**config.mk**
```make
export PLATFORM = sky130hd
export DESIGN_NAME = ah_client_dispatch_24
export DESIGN_NICKNAME = d
export VERILOG_FILES = /design/src/rtl/ah_client_dispatch_24.sv
export SDC_FILE = /design/constraint.sdc
export NUM_CORES = 1
export LEC_CHECK = 0
export BUFFER_PORTS_ARGS = -buffer_cell sky130_fd_sc_hd__buf_2
export CAP_MARGIN = 20
export CORE_MARGIN = 4
export CORE_UTILIZATION = 53
export DETAILED_ROUTE_END_ITERATION = 8
export PLACE_DENSITY = 0.94
export SLEW_MARGIN = 20
export SYNTH_ARGS = -nofsm -noshare
export SYNTH_HDL_FRONTEND = slang
export SYNTH_SLANG_ARGS = --single-unit
export TNS_END_PERCENT = 100
```
**constraint.sdc**
```tcl
create_clock -name clk -period 3.11 [get_ports clk]
set_clock_uncertainty 0.2 [all_clocks]
set_input_delay 0.1555 -clock clk [delete_from_list [all_inputs] [get_ports clk]]
set_output_delay 0.1555 -clock clk [all_outputs]
set_load 0.02 [all_outputs]
```
**src/rtl/ah_client_dispatch_24.sv**
```systemverilog
// ah_client_dispatch_24: one-deep registered dispatch stage.
// Presents a decoded packet to a single client and drops bad or stale ones.
module ah_client_dispatch_24 #(
    parameter int NUM_CLIENTS = 4,
    parameter int ADDR_W      = 24,
    parameter int DATA_W      = 32,
    parameter int TIMEOUT     = 255,
    parameter int CNT_W       = 16
) (
    input  logic                   clk,
    input  logic                   rst,
    input  logic                   in_valid,
    output logic                   in_ready,
    input  logic [ADDR_W-1:0]      ingress_pkt_field,
    input  logic [DATA_W-1:0]      in_data,
    input  logic [NUM_CLIENTS-1:0] decoded_binary,
    input  logic                   dec_err,
    output logic [NUM_CLIENTS-1:0] out_valid,
    input  logic [NUM_CLIENTS-1:0] out_ready,
    output logic [ADDR_W-1:0]      out_addr,
    output logic [DATA_W-1:0]      out_data,
    output logic                   err_pulse,
    output logic                   timeout_pulse,
    output logic [CNT_W-1:0]       err_cnt,
    output logic [CNT_W-1:0]       timeout_cnt
);

    localparam int WAIT_W = (TIMEOUT > 0) ? $clog2(TIMEOUT + 1) : 1;
    localparam logic [WAIT_W-1:0] WAIT_MAX = WAIT_W'(TIMEOUT);
    localparam logic [CNT_W-1:0] CNT_MAX = '1;

    typedef enum logic {
        IDLE,
        HOLD
    } state_t;

    state_t                 state_q;
    state_t                 state_d;
    logic [ADDR_W-1:0]      addr_q;
    logic [DATA_W-1:0]      data_q;
    logic [NUM_CLIENTS-1:0] sel_q;
    logic [WAIT_W-1:0]      wait_cnt;
    logic                   err_pulse_q;
    logic                   tmo_pulse_q;
    logic [CNT_W-1:0]       err_cnt_q;
    logic [CNT_W-1:0]       tmo_cnt_q;

    logic holding;
    logic done;
    logic tmo;
    logic multi_hot;
    logic bad;
    logic accept;
    logic good_acc;
    logic bad_acc;

    assign holding = (state_q == HOLD);
    assign done    = holding && (|(sel_q & out_ready));
    assign tmo     = (TIMEOUT != 0) && holding && !done
                     && (wait_cnt == WAIT_MAX);

    // x & (x-1) clears the lowest set bit; anything left means multi-hot
    assign multi_hot = |(decoded_binary
                         & (decoded_binary - NUM_CLIENTS'(1)));
    assign bad       = dec_err || (decoded_binary == '0) || multi_hot;

    assign accept   = in_valid && in_ready;
    assign good_acc = accept && !bad;
    assign bad_acc  = accept && bad;

    always_ff @(posedge clk) begin
        if (rst) begin
            state_q <= IDLE;
        end else begin
            state_q <= state_d;
        end
    end

    always_comb begin
        state_d = IDLE;
        unique case (1'b1)
            good_acc:                   state_d = HOLD;
            holding && !(done || tmo):  state_d = HOLD;
            default:                    state_d = IDLE;
        endcase
    end

    always_comb begin
        out_valid = '0;
        in_ready  = 1'b0;
        unique case (state_q)
            IDLE: begin
                in_ready = 1'b1;
            end
            HOLD: begin
                out_valid = sel_q;
                in_ready  = done || tmo;
            end
        endcase
    end

    always_ff @(posedge clk) begin
        if (rst) begin
            addr_q   <= '0;
            data_q   <= '0;
            sel_q    <= '0;
            wait_cnt <= '0;
        end else begin
            if (good_acc) begin
                addr_q <= ingress_pkt_field;
                data_q <= in_data;
                sel_q  <= decoded_binary;
            end
            if (good_acc) begin
                wait_cnt <= '0;
            end else if (holding && !done && wait_cnt != WAIT_MAX) begin
                wait_cnt <= wait_cnt + 1'b1;
            end
        end
    end

    always_ff @(posedge clk) begin
        if (rst) begin
            err_pulse_q <= 1'b0;
            tmo_pulse_q <= 1'b0;
            err_cnt_q   <= '0;
            tmo_cnt_q   <= '0;
        end else begin
            err_pulse_q <= bad_acc;
            tmo_pulse_q <= tmo;
            if (bad_acc && err_cnt_q != CNT_MAX) begin
                err_cnt_q <= err_cnt_q + 1'b1;
            end
            if (tmo && tmo_cnt_q != CNT_MAX) begin
                tmo_cnt_q <= tmo_cnt_q + 1'b1;
            end
        end
    end

    assign out_addr      = addr_q;
    assign out_data      = data_q;
    assign err_pulse     = err_pulse_q;
    assign timeout_pulse = tmo_pulse_q;
    assign err_cnt       = err_cnt_q;
    assign timeout_cnt   = tmo_cnt_q;

endmodule

```
==> flow_metrics.py <==
metrics = {
    "status": {
        "outcome": "completed",
    },
    "synthesis": {
        "syn_inst": 530,
        "synth_ff_type": "dfxtp_1",
        "yosysSeqAreaShare_pct": 47.7,
        "ys.warnings.count": 0,
        "synth-edff-count": 0,
        "synth_seq_cells": 103,
        "syn_avg_cell_area_um2": 8.16,
        "synth_cell_types": 47,
        "syn_area_um2": 4320,
        "synthArstFlopShare_pct": 0,
        "synth_nets": 601,
    },
    "sta": {
        "period_minus_slack_ns": 2.63,
        "slew_headroom_pct": 37.0,
        "timing.final.hold_violations": 0,
        "rsz0062_at_grt": "no",
        "timing.fmax_mhz": 380,
        "worst_pin_slew_ns": 0.945,
        "setup_viol": 0,
        "timing.hold.ws_ns": 0.109,
        "fin_setup_tns_ns": 0,
        "fin_crit_sh_pct": 84.7,
        "slew_viol_final": 0,
    },
    "floorplanning": {
        "die_y_um": 98.3,
        "initial_core_util_pct": 55.1,
        "die_x_um": 98.3,
        "fp-row-count": 32,
        "die_area_um2": 9660,
        "ios": 163,
        "coreArea_um2": 7850,
    },
    "cells_and_area": {
        "fillers": 483,
        "fin_cells": 850,
        "nNetsFinal": 813,
        "syn2layout_area_growth_pct": 39.6,
        "drive_above_1_share_pct": 26.2,
        "final_cell_area_um2": 6030,
    },
    "place": {
        "dpl-instance-area_um2": 5200,
        "io_buffers": 162,
        "dp_hpwl_mm": 8.89,
        "routabilityCongestion": 0.894,
        "dp.cells": 771,
    },
    "grt": {
        "grt_max_degree": 61,
        "grt_usage_pct": 30.9,
        "grt_overflow": 0,
        "antenna_found_initial": 1,
        "grt_pass1_vias": 4931,
        "grt_pass1_wl_mm": 24.5,
    },
    "clocking": {
        "cts_resized": 0,
        "clk_latency_ns": 0.36,
        "clkSlewWorstSetupHoldPaths_ns": 0.12,
        "clockBufferDepth": 2,
        "root_buffer": "clkbuf_8",
        "cts_max_level": 3,
        "cts_hold_buf": 61,
        "cts_inserted_buffers": 9,
        "cts_setup_buffers": 0,
        "clkSinkCount": 103,
        "cts_tree": "built",
    },
    "worst_setup_path": {
        "rrSetupSlack_ns": 0.54,
        "worst_ep_required_time_ns": 3.20,
        "arrival_ns": 2.72,
        "critical_path_class": "in -> reg",
        "reg2reg_depth": 6,
        "path_max_fanout": 42,
        "startpoint_type": "primary input",
        "end_kind": "flop",
    },
    "power_and_ir_drop": {
        "power_density_nw_per_um2": 413,
        "leakagePower_nw": 2.50,
        "ir_drop_v": 0.000257,
    },
    "drt": {
        "drt-pass1-iter-count": 6,
        "vias": 4974,
        "vias_per_cell": 5.85,
        "drc_errors": 0,
        "finalWirelength_mm": 15.6,
        "drtIter0Drc": 344,
        "wl_per_cell_um": 18.3,
        "ant_nets": 0,
    },
    "min_path": {
        "holdPathStages": 3,
        "hp-class": "in -> reg",
    },
    "flow_run": {
        "drv_cap": 0,
    },
}
metal layers:
layer,wire length [µm],track usage (%)
met4,808,16.3
met2,7580,52.2
met3,1490,8.43
met1,5690,35.5
met5,0,0
cells in the final DEF, fill, tap and decap left out, types with 2 or more instances in the layout:
cell / instances
buf_2: 162
nand2_1: 139
dfxtp_1: 103
a21oi_1: 77
dlygate4sd3_1: 61
nor2_1: 30
xnor2_1: 17
nand4_1: 14
clkbuf_8: 9
and2_1: 8
nor3_1: 8
inv_1: 7
o21ai_0: 7
or3_1: 7
buf_4: 7
nand3_1: 6
nor2b_1: 6
or4_1: 6
o31ai_1: 6
and3_1: 5
mux2_1: 5
and4_1: 4
nor4_1: 4
a211oi_1: 4
nand2b_1: 3
o2111ai_1: 3
or2_2: 3
ha_1: 3
nor2_2: 2
or4b_1: 2
mux2i_1: 2
a211o_1: 2
a2111oi_0: 2
clkinv_4: 2
inv_6: 2
inv_8: 2
state kept, by name, summed over array words and instances, names as in the netlist, 4 cells and up:
signal       flops
out_addr        24
err_cnt         16
wait_cnt         8
sel_q            4
out_data        32
timeout_cnt     16
Yosys cell counts (2+ instances only):
library cell,n,area share [%]
nand2_1,139,12
dfxtp_1,103,48
a21oi_1,77,8.9
nor2_1,30,2.6
clkbuf_1,18,1.6
xnor2_1,17,3.4
nand4_1,14,2.0
buf_2,10,1.2
and2_1,8,1.2
nor3_1,8,0.93
inv_1,7,0.61
o21ai_0,7,0.81
or3_1,7,1.0
nand3_1,6,0.69
nor2b_1,6,0.87
o31ai_1,6,1.0
or4_1,6,1.0
and3_1,5,0.72
mux2_1,5,1.3
a211oi_1,4,0.69
and4_1,4,0.81
nor4_1,4,0.58
o2111ai_1,4,0.81
ha_1,3,0.87
nand2b_1,3,0.43
or2_2,3,0.43
a2111oi_0,2,0.41
a211o_1,2,0.41
mux2i_1,2,0.46
nor2_2,2,0.29
or4b_1,2,0.46
kinds of logic after synthesis:
| family | synth area share [%] |
|---|---|
| DFF | 47.7 |
| AOI/OAI and AO/OA | 15.9 |
| and+or+nand+nor | 26.5 |
| xor gates and xnor gates | 3.65 |
| muxes | 1.77 |
| buffers and inverters | 3.59 |
| adders and majority gates | 0.868 |
worst max-delay path: stages:
cell,delay [ns]
dlygate4sd3_1,0.54
buf_2,0.15
or4b_1,0.55
o311ai_1,0.19
o2111a_2,0.56
buf_12,0.26
nand2_1,0.09
a21oi_1,0.19
through the flow:
| stage | setup slack, ns | utilization, % | power (mW) |
|---|---|---|---|
| final | 0.476 | 76.9 | 2.49 |
| after floorplan | 1.03 | - | 1.50 |
| after CTS | 0.247 | 76.6 | 2.47 |
| after detailed placement | 0.434 | 66.3 | 1.59 |
| after global placement | 0.547 | 66.3 | 1.59 |
| after global routing | 0.304 | 76.9 | 2.57 |
where the power goes:
| group | internal [mW] | switching, mW | total (mW) |
|---|---|---|---|
| sequential | 1.34 | 0.0193 | 1.36 |
| combinational | 0.129 | 0.157 | 0.286 |
| clock | 0.319 | 0.524 | 0.842 |
| total | 1.79 | 0.700 | 2.49 |
area by class of cell:
| cell class | instances | area [µm²] | share of cell area, % |
|---|---|---|---|
| Antenna cell | 1 | 2.50 | 0.0415 |
| Clock buffer | 9 | 124 | 2.05 |
| Clock inverter | 7 | 73.8 | 1.22 |
| Inverter | 7 | 26.3 | 0.435 |
| Multi-Input combinational cell | 390 | 2120 | 35.2 |
| Sequential cell | 103 | 2060 | 34.2 |
| Tap cell | 102 | 128 | 2.11 |
| Timing Repair Buffer | 231 | 1490 | 24.8 |
worst paths after layout:
kind                        to         startpoint
setup / recovery  out_data[30]  decoded_binary[0]
hold / removal       err_pulse            dec_err
setup reg to reg  out_addr[23]           sel_q[0]
hold reg to reg   out_data[22]       out_data[22]
(Power assumes the default switching activity.)
